## config.mk

```make
export PLATFORM = sky130hd
export DESIGN_NAME = uart_alu_if
export DESIGN_NICKNAME = d
export VERILOG_FILES = /design/src/rtl/uart_alu_pkg.sv /design/src/rtl/uart_frame_timer.sv /design/src/rtl/uart_alu_if.sv
export SDC_FILE = /design/constraint.sdc
export NUM_CORES = 1
export LEC_CHECK = 0
export CAP_MARGIN = 10
export CORE_ASPECT_RATIO = 0.8
export CORE_UTILIZATION = 38
export DETAILED_ROUTE_END_ITERATION = 10
export PLACE_DENSITY = 0.83
export SETUP_SLACK_MARGIN = 0.3
export SLEW_MARGIN = 0
export SYNTH_ARGS = -nofsm -noshare
export SYNTH_HDL_FRONTEND = slang
export SYNTH_SLANG_ARGS = --single-unit
```

## constraint.sdc

```tcl
create_clock -name clk -period 1.5 [get_ports clk]
set_input_delay 0.225 -clock clk [delete_from_list [all_inputs] [get_ports clk]]
set_output_delay 0.225 -clock clk [all_outputs]
set_load 0.01 [all_outputs]
```

## src/rtl/uart_alu_pkg.sv

```systemverilog
// Shared types and constants for the UART-to-ALU frame interface.
// Holds the FSM state encoding and the ALU opcode values carried in the opcode byte.
// No logic of its own; imported by the frame interface and its helpers.
package uart_alu_pkg;

  // Frame FSM: three collection states, one execute cycle, then the transmit handshake.
  typedef enum logic [2:0] {
    ST_GET_A   = 3'd0,
    ST_GET_B   = 3'd1,
    ST_GET_OP  = 3'd2,
    ST_EXEC    = 3'd3,
    ST_SEND    = 3'd4,
    ST_WAIT_TX = 3'd5
  } uart_alu_state_t;

  // Opcodes understood by the side ALU (low 6 bits of the opcode byte).
  localparam logic [5:0] OP_ADD = 6'h20;
  localparam logic [5:0] OP_SUB = 6'h22;
  localparam logic [5:0] OP_AND = 6'h24;
  localparam logic [5:0] OP_OR  = 6'h25;
  localparam logic [5:0] OP_XOR = 6'h26;
  localparam logic [5:0] OP_SRA = 6'h03;
  localparam logic [5:0] OP_SRL = 6'h02;
  localparam logic [5:0] OP_NOR = 6'h27;

  // True while the FSM is busy with a frame and cannot take another byte.
  function automatic logic st_drops_rx(input uart_alu_state_t st);
    return (st == ST_EXEC) || (st == ST_SEND) || (st == ST_WAIT_TX);
  endfunction

endpackage

```

## src/rtl/uart_frame_timer.sv

```systemverilog
// Inter-byte timeout counter: counts enabled idle cycles, flags expiry at TIMEOUT_CYCLES-1.
// Latency: expired is combinational from the count register (same cycle as the terminal count).
// No backpressure; clear or a deasserted enable returns the count to zero on the next edge.
module uart_frame_timer #(
  parameter int unsigned TIMEOUT_CYCLES = 500000
) (
  input  logic clk,
  input  logic reset,
  input  logic clear,
  input  logic enable,
  output logic expired
);

  localparam int unsigned CNT_W = (TIMEOUT_CYCLES > 2) ? $clog2(TIMEOUT_CYCLES) : 1;
  localparam logic [CNT_W-1:0] CNT_LAST = CNT_W'(TIMEOUT_CYCLES - 1);

  logic [CNT_W-1:0] cnt_q;
  logic [CNT_W-1:0] cnt_d;

  // Next count: restart on clear or when idle outside the window, saturate at the terminal value.
  always_comb begin
    cnt_d = cnt_q;
    if (clear || !enable) begin
      cnt_d = '0;
    end else if (cnt_q != CNT_LAST) begin
      cnt_d = cnt_q + CNT_W'(1);
    end
  end

  // Count register.
  always_ff @(posedge clk or posedge reset) begin
    if (reset) begin
      cnt_q <= '0;
    end else begin
      cnt_q <= cnt_d;
    end
  end

  assign expired = enable && (cnt_q == CNT_LAST);

endmodule

```

## src/rtl/uart_alu_if.sv

```systemverilog
// Collects A, B, opcode bytes from uart_rx, drives the ALU, sends the result byte to uart_tx.
// Latency: opcode strobe at cycle n -> EXEC at n+1 -> tx_start at n+3 when tx_busy is low.
// Backpressure: waits in SEND while tx_busy; bytes arriving outside collection are dropped and flagged via rx_overrun.
// Optional inter-byte timeout with frame_err: define UART_ALU_TIMEOUT_EN.
module uart_alu_if
  import uart_alu_pkg::*;
#(
  parameter int unsigned DATA_W         = 8,
  parameter int unsigned OP_W           = 6,
  parameter int unsigned TIMEOUT_CYCLES = 500000
) (
  input  logic              clk,
  input  logic              reset,
  input  logic [DATA_W-1:0] rx_data,
  input  logic              rx_valid,
  output logic [DATA_W-1:0] alu_a,
  output logic [DATA_W-1:0] alu_b,
  output logic [OP_W-1:0]   alu_op,
  input  logic [DATA_W-1:0] alu_result,
  output logic [DATA_W-1:0] tx_data,
  output logic              tx_start,
  input  logic              tx_busy,
  input  logic              tx_done,
  output logic              rx_overrun,
  output logic              frame_err
);

  if ((TIMEOUT_CYCLES < 1) || (OP_W > DATA_W)) begin : g_bad_params
    $error("uart_alu_if: TIMEOUT_CYCLES must be >= 1 and OP_W <= DATA_W");
  end

  uart_alu_state_t   state_q, state_d;
  logic [DATA_W-1:0] alu_a_q, alu_a_d;
  logic [DATA_W-1:0] alu_b_q, alu_b_d;
  logic [OP_W-1:0]   alu_op_q, alu_op_d;
  logic [DATA_W-1:0] tx_data_q, tx_data_d;
  logic              tx_start_q, tx_start_d;
  logic              rx_overrun_q, rx_overrun_d;
  logic              frame_err_q, frame_err_d;

  // Timeout fires only when no byte arrives in the expiry cycle: an arriving byte wins.
  logic timeout_hit;

`ifdef UART_ALU_TIMEOUT_EN
  logic tmr_clear;
  logic tmr_enable;
  logic tmr_expired;

  assign tmr_enable = (state_q == ST_GET_B) || (state_q == ST_GET_OP);
  assign tmr_clear  = rx_valid && !st_drops_rx(state_q);

  uart_frame_timer #(
    .TIMEOUT_CYCLES(TIMEOUT_CYCLES)
  ) u_frame_timer (
    .clk    (clk),
    .reset  (reset),
    .clear  (tmr_clear),
    .enable (tmr_enable),
    .expired(tmr_expired)
  );

  assign timeout_hit = tmr_expired && !rx_valid;
`else
  assign timeout_hit = 1'b0;
`endif

  // Next-state and register updates; strobes default low so each is a single-cycle pulse.
  always_comb begin
    state_d      = state_q;
    alu_a_d      = alu_a_q;
    alu_b_d      = alu_b_q;
    alu_op_d     = alu_op_q;
    tx_data_d    = tx_data_q;
    tx_start_d   = 1'b0;
    rx_overrun_d = 1'b0;
    frame_err_d  = 1'b0;

    case (state_q)
      ST_GET_A: begin
        if (rx_valid) begin
          alu_a_d = rx_data;
          state_d = ST_GET_B;
        end
      end
      ST_GET_B: begin
        if (rx_valid) begin
          alu_b_d = rx_data;
          state_d = ST_GET_OP;
        end else if (timeout_hit) begin
          frame_err_d = 1'b1;
          state_d     = ST_GET_A;
        end
      end
      ST_GET_OP: begin
        if (rx_valid) begin
          alu_op_d = rx_data[OP_W-1:0];
          state_d  = ST_EXEC;
        end else if (timeout_hit) begin
          frame_err_d = 1'b1;
          state_d     = ST_GET_A;
        end
      end
      ST_EXEC: begin
        // ALU inputs have been stable since the opcode edge; capture its result.
        rx_overrun_d = rx_valid;
        tx_data_d    = alu_result;
        state_d      = ST_SEND;
      end
      ST_SEND: begin
        rx_overrun_d = rx_valid;
        if (!tx_busy) begin
          tx_start_d = 1'b1;
          state_d    = ST_WAIT_TX;
        end
      end
      ST_WAIT_TX: begin
        // tx_done coincident with tx_start (first WAIT_TX cycle) is accepted too.
        rx_overrun_d = rx_valid;
        if (tx_done) begin
          state_d = ST_GET_A;
        end
      end
      default: begin
        state_d = ST_GET_A;
      end
    endcase
  end

  // State and output registers; reset discards any partial frame.
  always_ff @(posedge clk or posedge reset) begin
    if (reset) begin
      state_q      <= ST_GET_A;
      alu_a_q      <= '0;
      alu_b_q      <= '0;
      alu_op_q     <= '0;
      tx_data_q    <= '0;
      tx_start_q   <= 1'b0;
      rx_overrun_q <= 1'b0;
      frame_err_q  <= 1'b0;
    end else begin
      state_q      <= state_d;
      alu_a_q      <= alu_a_d;
      alu_b_q      <= alu_b_d;
      alu_op_q     <= alu_op_d;
      tx_data_q    <= tx_data_d;
      tx_start_q   <= tx_start_d;
      rx_overrun_q <= rx_overrun_d;
      frame_err_q  <= frame_err_d;
    end
  end

  assign alu_a      = alu_a_q;
  assign alu_b      = alu_b_q;
  assign alu_op     = alu_op_q;
  assign tx_data    = tx_data_q;
  assign tx_start   = tx_start_q;
  assign rx_overrun = rx_overrun_q;
  assign frame_err  = frame_err_q;

endmodule

```

## Word-level counts from Yosys, hierarchy flattened

Index checks and enable logic that the tools add are counted.

- Output and inout port bits: 33
- Bits in registers: 35
- Bits of input ports: 21
- Word-level logic and storage cells: 32

- Equality and inequality tests: 10
- Mux-type cells: 9
- Reduce and logical (&&, ||, !) cells: 6

Operators with widths:

| kind | count |
|---|---|
| $pmux W3 S6 | 1 |
| $mux W3 | 5 |
| $ne A2 B2 Y1 const B | 5 |
| $eq A3 B2 Y1 const B | 2 |
| $eq A3 B3 Y1 const B | 2 |
| $reduce_and A2 Y1 | 3 |
| $reduce_and A5 Y1 | 1 |
| $eq A3 B1 Y1 const B | 1 |
| $logic_not A3 Y1 | 1 |
| $mux W1 | 3 |
| $reduce_or A3 Y1 | 1 |

## Depth between registers and ports, before layout

Gate-level depths: netlist of the first run.

- Depth in word-level cells: 3
- Gate-level depth with buffers: 4
- Depth with buffers taken out: 2

## Least setup slack after synthesis of the first run

No wires, ideal clock.

- Path kind: flip-flop to flip-flop
- Start point: register state_q[0]
- End point: register alu_a_q[0] (netlist: alu_a[0])
- Setup slack: 0.056 ns
- Library setup time: 0.125 ns
- Required time: 1.375 ns
- Cell stages (with the launch flop): 4
- Data arrival time: 1.319 ns
- Cells stage by stage: dfrtp_1 buf_4 nor4b_4 mux2_2

- Cells in the longest elaborated chain, start to end: 2

RTL lines:

| element | line | source |
|---|---|---|
| from (decl) | uart_alu_if.sv:32 | `uart_alu_state_t state_q, state_d;` |
| from (signal assigned) | uart_alu_if.sv:141 | `state_q <= state_d;` |
| $logic_not A3 Y1 | uart_alu_if.sv:78 | `case (state_q)` |
| $reduce_and A2 Y1 (no line) | n/a |  |
| to (signal assigned) | uart_alu_if.sv:142 | `alu_a_q <= alu_a_d;` |
| to (decl) | uart_alu_if.sv:33 | `logic [DATA_W-1:0] alu_a_q, alu_a_d;` |

Every way passes these cells.
A chain may end at the register's enable or synchronous reset.

## Worst setup path in the final report of the first run

- Start point: register state_q[1]
- End point: register alu_b_q[1] (netlist: alu_b[1])

- Cells in the longest elaborated chain, start to end: 2

RTL lines:

| element | line | source |
|---|---|---|
| $eq A3 B1 Y1 | uart_alu_if.sv:78 |  |
| $reduce_and A2 Y1 (no line) | n/a |  |
| to (signal assigned) | uart_alu_if.sv:143 | `alu_b_q <= alu_b_d;` |
| to (decl) | uart_alu_if.sv:34 | `logic [DATA_W-1:0] alu_b_q, alu_b_d;` |

Every way passes these cells.

==> out/qor.yml, run 1 <==
rows: 19
power_frac_clock: 0.154
layout_common_cells: "dfrtp_1 (32), mux2_4 (22), clkdlybuf4s50_1 (20), clkdlybuf4s15_1 (16), dlygate4sd2_1 (16)"
cts_sinks: 35
via_count: 955
cap_violations: 0
portBuffers: 52
synth-seq-cells: 35
setup_viol_count_final: 0
p_int_mw: 3.28
total_power_mw: 4.70
globalplace.congestion: 0.748
grt_max_degree: 36
nets: 177
p_seq_frac: 0.368
place_hpwl_mm: 2.24
status: "finished, final reports clean"
fillers: 254
layout-drive-gt1-share: 0.369
netlist-cell-type-count: 19
post_dp_cell_area_um2: 2070
layout_commonest_cell: "dfrtp_1"
n_antenna_cell: 0
antenna_left: 0
arrival_ps: 1570
netlist_top_cells_area: "dfrtp_1 (63%), mux2_2 (24%), nor4b_4 (1.7%), nor4bb_1 (1.4%), buf_2 (1.1%)"
drv_slew: 0
syn2layout_area_growth_pct: 60.8
netlist_instances: 89
pin_count: 54
cts_buffer_depth: 2
powerDensity_nw_per_um2: 2090
numCtsBuffers: 5
clk_latency_ps: 270
synth_top_area_share: 0.627
holdCritPathClass: "in -> async"
ys.warnings.count: 0
crit_path_end_kind: "register"
syn_nets: 110
route.detailed.drc: 0
post-route-cell-area_um2: 2250
routed_via_density: 4.80
combPwrFrac: 0.478
place_ws_ps: -233
cellLeakagePower_nw: 1.03
clkSlewWorstSetupHoldPaths_ps: 70
fmax_ghz: 0.709
cts_max_level: 2
seq_area_frac_synth: 0.627
p_sw_mw: 1.43
path_class: "reg -> reg"
die_x_um: 69.8
worst_ep_required_time_ps: 1660
yosys.area.top_type: "dfrtp_1"
wl_per_cell_um: 15.6
initial_core_util: 0.403
syn_area_um2: 1400
die_area_um2: 3930
first_global_vias: 1045
rsz0062_at_grt: "true"
core_um2: 3470
peakVddDrop_mv: 1.10
cts_tree: "yes"
cp-start-kind: "register"
finClkSkew_ps: 5.05
postCtsHoldBufs: 0
grt_pass1_wl_mm: 5.29
drt_pass1_iterations: 4
routed_wl_mm: 3.10
dr.first_iter.drc_count: 47
switching_share: 0.303
antenna_found_initial: 0
finalHoldViolCount: 0
grt_overflow: 0
die_y_um: 56.2
grtUsageTotal: 0.175
postSynthAreaPerCell_um2: 15.7
min_period_ps: 1410
fin_crit_sh: 0.940
worst_slack_ps: 89.6
worstRegToRegCells: 3
cts_root_buf: "clkbuf_8"
critical_path.max_fanout: 8
[routing by layer]
| layer | vias up | global-route usage | share of wire |
|---|---|---|---|
| met5 | - | 0 | 0 |
| met4 | 0 | 0.0429 | 0.0039 |
| met3 | 2 | 0.0471 | 0.050 |
| met2 | 31 | 0.293 | 0.51 |
| met1 | 473 | 0.227 | 0.44 |
| li1 | 449 | - | - |
[through the flow]
stage | setup TNS (ps) | util | std cells | hold slack (ps)
after detailed placement | -4150 | 0.598 | 186 | 493
after global routing | 0 | 0.647 | 199 | 328
after global placement | -3050 | 0.598 | 186 | 485
final | 0 | 0.647 | 199 | 288
after CTS | 0 | 0.628 | 195 | 294
after floorplan | 0 | - | 89 | 307
[kinds of logic (layout without fill, tap and decap cells)]
kind of cell | after synthesis | in the layout | synth area share
muxes | 31 | 31 | 0.249
and+or+nand+nor | 10 | 10 | 0.0671
buffers and inverters | 8 | 76 | 0.0349
other | 1 | 1 | 0.00268
DFF | 35 | 35 | 0.627
AOI/OAI and AO/OA | 4 | 4 | 0.0197
[cell type report]
type                       instances  area [µm²]  area share
clock buffer                       8         100      0.0445
timing repair buffer              66         633       0.282
tap                               42        52.6      0.0234
multi-input combinational         46         574       0.256
inverter                           2        7.51     0.00334
sequential                        35         880       0.391
[critical path: stages (launching register included)]
cell	delay, ps
dfrtp_2	450
nor4bb_2	280
buf_4	240
mux2_4	320
[Yosys cell counts, drive strengths merged]
library cell	count
nor4bb	2
a21boi	1
mux2i	1
nand2b	2
conb	1
a21oi	1
and2	1
nor3b	1
a311o	1
nor4b	2
o21ai	1
nand3b	2
mux2	30
inv	2
buf	6
dfrtp	35
[path summary, 6_finish.rpt]
path / start / endpoint / slack (ps)
min reg2reg: tx_data[4] / tx_data[4] / 500
max: state_q[1] / alu_b[1] / 90
min: reset / tx_data[7] / 290
min in group clk: tx_data[4] / tx_data[4] / 500
max in group asynchronous: reset / state_q[1] / 1020
max reg2reg: state_q[1] / alu_b[1] / 90
[registers in the layout, summed over array words and instances (netlist names)]
signal and count:
rx_overrun 1, tx_start 1, alu_a 8, alu_b 8, tx_data 8, state_q 3
alu_op 6
[power groups by stage]
stage               sequential (mW)  clock (mW)  combinational [mW]
finish                         1.73       0.724                2.24
global placement               1.72           0                2.19
global route                   1.79       0.802                2.39
CTS                            1.73       0.757                2.09
detailed placement             1.74           0                2.27
floorplan                      1.85           0                1.03
[what timing repair did]
item | 4_1_cts | 5_1_grt
pin swaps | 2 | 4
resized for setup | 44 | 21
setup buffers | 1 | 4
setup endpoints to repair | 64 | 49
gates cloned | 0 | 0
No activity file was read; power rests on OpenSTA's default activity.
==> inputs of run 2 (changes only) <==
--- a/config.mk
+++ b/config.mk
@@ -7,6 +7,7 @@
 export LEC_CHECK = 0
 export CAP_MARGIN = 10
 export CORE_ASPECT_RATIO = 0.8
+export CORE_MARGIN = 2
 export CORE_UTILIZATION = 38
 export DETAILED_ROUTE_END_ITERATION = 10
 export PLACE_DENSITY = 0.83
==> run 2 against run 1 <==
  * Cell count grew 0.50%
  * Register-to-register slack worse by 20 ps
  * Hold slack improved by 3.1 ps
  * Non-clock buffer count grew 1
  * Power is 1.9% lower
  * Maximum frequency decreased by 1.6%
  * Sequential share of layout area rose by 0.29 points
  * Global-route usage is 1.3 points lower
==> out/qor.yml, run 2 (synthesis gave the netlist of run 1 again) <==
numCtsBuffers: 5
critPathSlowestCell: "dfrtp_2"
cts_sinks: 35
antenna_found_initial: 0
pin_count: 54
critPathTopFamily: "flip-flops"
grtUsageTotal: 0.162
grt_max_degree: 36
critical_path.max_fanout: 8
instances_no_fill: 200
grt_pass1_wl_mm: 5.06
globalplace.congestion: 0.760
cellLeakagePower_nw: 1.02
whs_ps: 291
fmax_ghz: 0.697
clkSlewWorstSetupHoldPaths_ps: 70
cts_root_buf: "clkbuf_8"
syn2layout_area_growth_pct: 59.6
drt_pass1_iterations: 3
status: "finished, final reports clean"
worst_ep_required_time_ps: 1670
min_period_ps: 1430
tns_ps: 0
routed_wl_mm: 3.10
worstRegToRegCells: 3
powerDensity_nw_per_um2: 2070
cp_cell_sequence: "nor4b_4, buf_6, mux2_2"
setup_viol_count_final: 0
cts_max_level: 2
reg2reg_from: "state_q[2]"
layout-drive-gt1-share: 0.386
core_um2: 3470
cp-start-kind: "register"
nets: 178
cpPeakStageDelay_ps: 460
dr.first_iter.drc_count: 29
antenna_left: 0
arrival_ps: 1610
portBuffers: 52
fin_crit_sh: 0.956
layout_commonest_cell: "dfrtp_1"
endpoint: "alu_a[5]"
post_dp_cell_area_um2: 2070
routed_via_density: 4.82
place_inst: 186
crit_path_end_kind: "register"
wl_per_cell_um: 15.5
place_ws_ps: -221
holdCritPathClass: "in -> async"
grt_overflow: 0
first_global_vias: 1006
post-route-cell-area_um2: 2230
n_antenna_cell: 0
cp.depth: 3
drv_slew: 0
r2r-end: "alu_a[5]"
path_buf_inv: 1
rsz0062_at_grt: "true"
finClkSkew_ps: 3.66
via_count: 964
die_y_um: 58.2
die_x_um: 71.8
cap_violations: 0
peakVddDrop_mv: 1.45
route.detailed.drc: 0
path_class: "reg -> reg"
clk_latency_ps: 280
initial_core_util: 0.403
die_area_um2: 4180
crit_start: "state_q[2]"
worst_slack_ps: 66.2
cts_buffer_depth: 2
layout_common_cells: "dfrtp_1 (32), clkdlybuf4s15_1 (23), mux2_4 (21), clkdlybuf4s50_1 (19), buf_4 (12)"
r2r_slack_ps: 70
cts_tree: "yes"
rows: 19
finalHoldViolCount: 0
place_hpwl_mm: 2.25
run 2: worst min path at each step:
| stage | startpoint | to | slack (ps) |
|---|---|---|---|
| floorplan | tx_busy | tx_start | 310 |
| global placement | tx_data[2] | tx_data[2] | 490 |
| detailed placement | tx_data[1] | tx_data[1] | 490 |
| CTS | reset | alu_op[5] | 290 |
| global route | reset | alu_a[5] | 310 |
| finish | reset | alu_b[1] | 290 |
run 2: cell type report:
class	count	area, µm²
Fill cell	251	1240
Sequential cell	35	880
Timing Repair Buffer	67	637
Multi-Input combinational cell	46	571
Clock buffer	5	68.8
Tap cell	42	52.6
Clock inverter	3	15.0
Inverter	2	7.51
run 2: tightest hold or removal path, stage by stage:
cell             delay, ps
clkdlybuf4s50_1        400
inv_1                   90
buf_12                 220
run 2: power by group:
group | internal (mW) | switching (mW) | leakage [nW] | total, mW
Clock | 0.317 | 0.324 | 0.0477 | 0.641
Sequential | 1.42 | 0.309 | 0.416 | 1.73
Combinational | 1.43 | 0.806 | 0.556 | 2.23
run 2: per-stage QoR:
step | util | total power, mW
2_1_floorplan | - | 2.88
3_3_place_gp | 0.598 | 3.91
3_5_place_dp | 0.598 | 4.02
4_1_cts | 0.627 | 4.51
5_1_grt | 0.643 | 4.88
6_report | 0.643 | 4.61
run 2: per-layer routing:
layer | GRT usage | vias to the layer above | wire (µm) | share of wire
met5 | 0 | - | 0 | 0
met4 | 0.0566 | 0 | 38 | 0.012
met3 | 0.0435 | 5 | 140 | 0.045
met2 | 0.272 | 28 | 1550 | 0.50
met1 | 0.202 | 484 | 1370 | 0.44
li1 | - | 447 | - | -
run 2: timing repair:
action	4_1_cts	5_1_grt
gates resized for setup	49	23
pin swaps	3	1
buffers inserted	2	4
endpoints found under the setup margin	64	55
hold buffers	0	0
==> inputs of run 3 (changes only) <==
--- a/config.mk
+++ b/config.mk
@@ -5,12 +5,15 @@
 export SDC_FILE = /design/constraint.sdc
 export NUM_CORES = 1
 export LEC_CHECK = 0
+export ABC_AREA = 1
 export CAP_MARGIN = 10
 export CORE_ASPECT_RATIO = 0.8
 export CORE_MARGIN = 2
-export CORE_UTILIZATION = 38
+export CORE_UTILIZATION = 39
+export CTS_CLUSTER_DIAMETER = 100
 export DETAILED_ROUTE_END_ITERATION = 10
-export PLACE_DENSITY = 0.83
+export HOLD_SLACK_MARGIN = 0.05
+export PLACE_DENSITY = 0.84
 export SETUP_SLACK_MARGIN = 0.3
 export SLEW_MARGIN = 0
 export SYNTH_ARGS = -nofsm -noshare
==> run 3 against run 2 <==
  * Synthesized cell count grew 71%
  * Critical path type is now reg -> out
  * Clock power down 4.8%
  * Clock-buffer cell count increased by 1
  * Clock skew barely moved
  * Combinational power fell by 11%
  * Setup slack gained 270 ps
  * Largest cell class unchanged
  * Largest power group unchanged
==> out/qor.yml, run 3 <==
cp-start-kind: "register"
layout_common_cells: "nand2_1 (50), dfrtp_1 (32), clkdlybuf4s15_1 (24), clkdlybuf4s50_1 (19)"
syn_area_um2: 1460
cts_max_level: 2
syn_nets: 173
first_global_vias: 1114
rows: 19
crit_path_end_kind: "output port"
grt_pass1_wl_mm: 5.22
synth-edff-count: 0
yosysMostFrequentCell: "nand2_1"
yosys.area.top_type: "dfrtp_1"
finalHoldViolCount: 0
p_seq_frac: 0.396
via_count: 1203
die_y_um: 58.7
place_hpwl_mm: 2.23
pin_count: 54
clk_latency_ps: 280
routed_wl_mm: 3.27
antenna_left: 0
total_power_mw: 4.28
wl_met2_mm: 1.51
powerDensity_nw_per_um2: 1940
synth_top_area_share: 0.600
cts_tree: "yes"
fillers: 318
setup_viol_count_final: 0
post-route-cell-area_um2: 2210
layout-drive-gt1-share: 0.186
netlist-cell-type-count: 19
cp_cell_sequence: "dlygate4sd2_1"
arrival_ps: 940
cap_violations: 0
worst_ep_required_time_ps: 1270
die_x_um: 72.4
n_antenna_cell: 0
grt_max_degree: 36
clkSlewWorstSetupHoldPaths_ps: 60
peakVddDrop_mv: 0.895
numCtsBuffers: 5
async_flop_share: 1.00
netlist_instances: 152
ys.warnings.count: 0
rsz0062_at_grt: "true"
final_util: 0.628
holdCritPathClass: "in -> reg"
met3_length_um: 181
post_dp_cell_area_um2: 2010
critPathSlowestCell: "dfrtp_1"
min_period_ps: 1160
synth_common_cells: "nand2_1 (52), dfrtp_1 (35), o21ai_0 (14)"
fin_crit_sh: 0.775
grtUsageTotal: 0.162
synth-seq-cells: 35
postSynthAreaPerCell_um2: 9.61
grt_overflow: 0
combPwrFrac: 0.462
wl_per_cell_um: 12.7
status: "finished, final reports clean"
nets: 237
whs_ps: 251
antenna_found_initial: 0
cpPeakStageDelay_ps: 380
cts_root_buf: "clkbuf_8"
path_class: "reg -> out"
route.detailed.drc: 0
synth_ff_type: "dfrtp_1"
cts_sinks: 35
wirelength_met1_mm: 1.54
switching_share: 0.376
critPathTopFamily: "flip-flops"
netlist_top_cells_area: "dfrtp_1 (60%), nand2_1 (13%), o21ai_0 (4.8%), o21ai_2 (3.6%), inv_1 (3.1%)"
finClkSkew_ps: 4.05
initial_core_util: 0.415
syn2layout_area_growth_pct: 51.3
p_int_mw: 2.67
layout_commonest_cell: "nand2_1"
core_um2: 3520
drv_slew: 0
p_sw_mw: 1.61
critical_path.max_fanout: 2
portBuffers: 52
tns_ps: 0
die_area_um2: 4250
fmax_ghz: 0.860
globalplace.congestion: 0.798
dr.first_iter.drc_count: 111
seq_area_frac_synth: 0.600
cts_buffer_depth: 2
highest_layer: "met4"
cellLeakagePower_nw: 1.10
power_frac_clock: 0.142
drt_pass1_iterations: 4
path_buf_inv: 1
routed_via_density: 4.68
[run 3: cell count changes after synthesis, moves of 6 or more]
cell     previous run  this run
nand2_1             0        52
inv_1               2        12
mux2_2             30         0
o21ai_0             1        14
o21ai_2             0         6
[run 3: layout make-up]
class	instances	area (µm²)	area share
repair buffers	61	618	0.280
inverters	15	58.8	0.0266
multi-input cells	98	528	0.239
well taps	42	52.6	0.0238
flip-flops and latches	35	880	0.398
clock buffers	6	72.6	0.0328
[run 3: final timing paths]
kind	startpoint	endpoint	slack, ps	depth (start not counted)
max	tx_data[5]	tx_data[5]	340	1
min	rx_valid	rx_overrun	250	3
max reg2reg	state_q[0]	alu_op[4]	340	5
min reg2reg	tx_data[4]	tx_data[4]	470	2
max in group asynchronous	reset	state_q[2]	1020	3
min in group asynchronous	reset	tx_data[7]	280	3
[run 3: repair_timing]
action,CTS,global route
setup endpoints to repair,59,51
gates cloned,0,1
buffers inserted,0,7
pin swaps,0,8
gates resized for setup,37,35
hold buffers,0,0
[run 3: per-stage QoR]
stage,std cells,setup WS (ps)
6_report,257,337
4_1_cts,249,293
2_1_floorplan,152,393
3_5_place_dp,243,-34.9
3_3_place_gp,243,47.9
5_1_grt,257,283
[run 3: power by group through the flow]
stage / Combinational [mW] / Sequential, mW / Clock (mW)
2_1_floorplan: 0.820 / 1.82 / 0
3_3_place_gp: 1.85 / 1.71 / 0
3_5_place_dp: 1.90 / 1.71 / 0
4_1_cts: 1.67 / 1.69 / 0.626
5_1_grt: 2.17 / 1.76 / 0.669
6_report: 1.98 / 1.69 / 0.610
[run 3: per-layer routing]
| layer | up-vias | track usage |
|---|---|---|
| li1 | 610 | - |
| met1 | 550 | 0.208 |
| met2 | 38 | 0.252 |
| met3 | 5 | 0.0514 |
| met4 | 0 | 0.0794 |
| met5 | - | 0 |
[run 3: logic make-up after synthesis]
group | count (synthesis) | share of synthesized area
and+or+nand+nor | 71 | 0.225
DFF | 35 | 0.600
AOI/OAI and AO/OA | 25 | 0.101
buffers and inverters | 20 | 0.0720
other | 1 | 0.00257
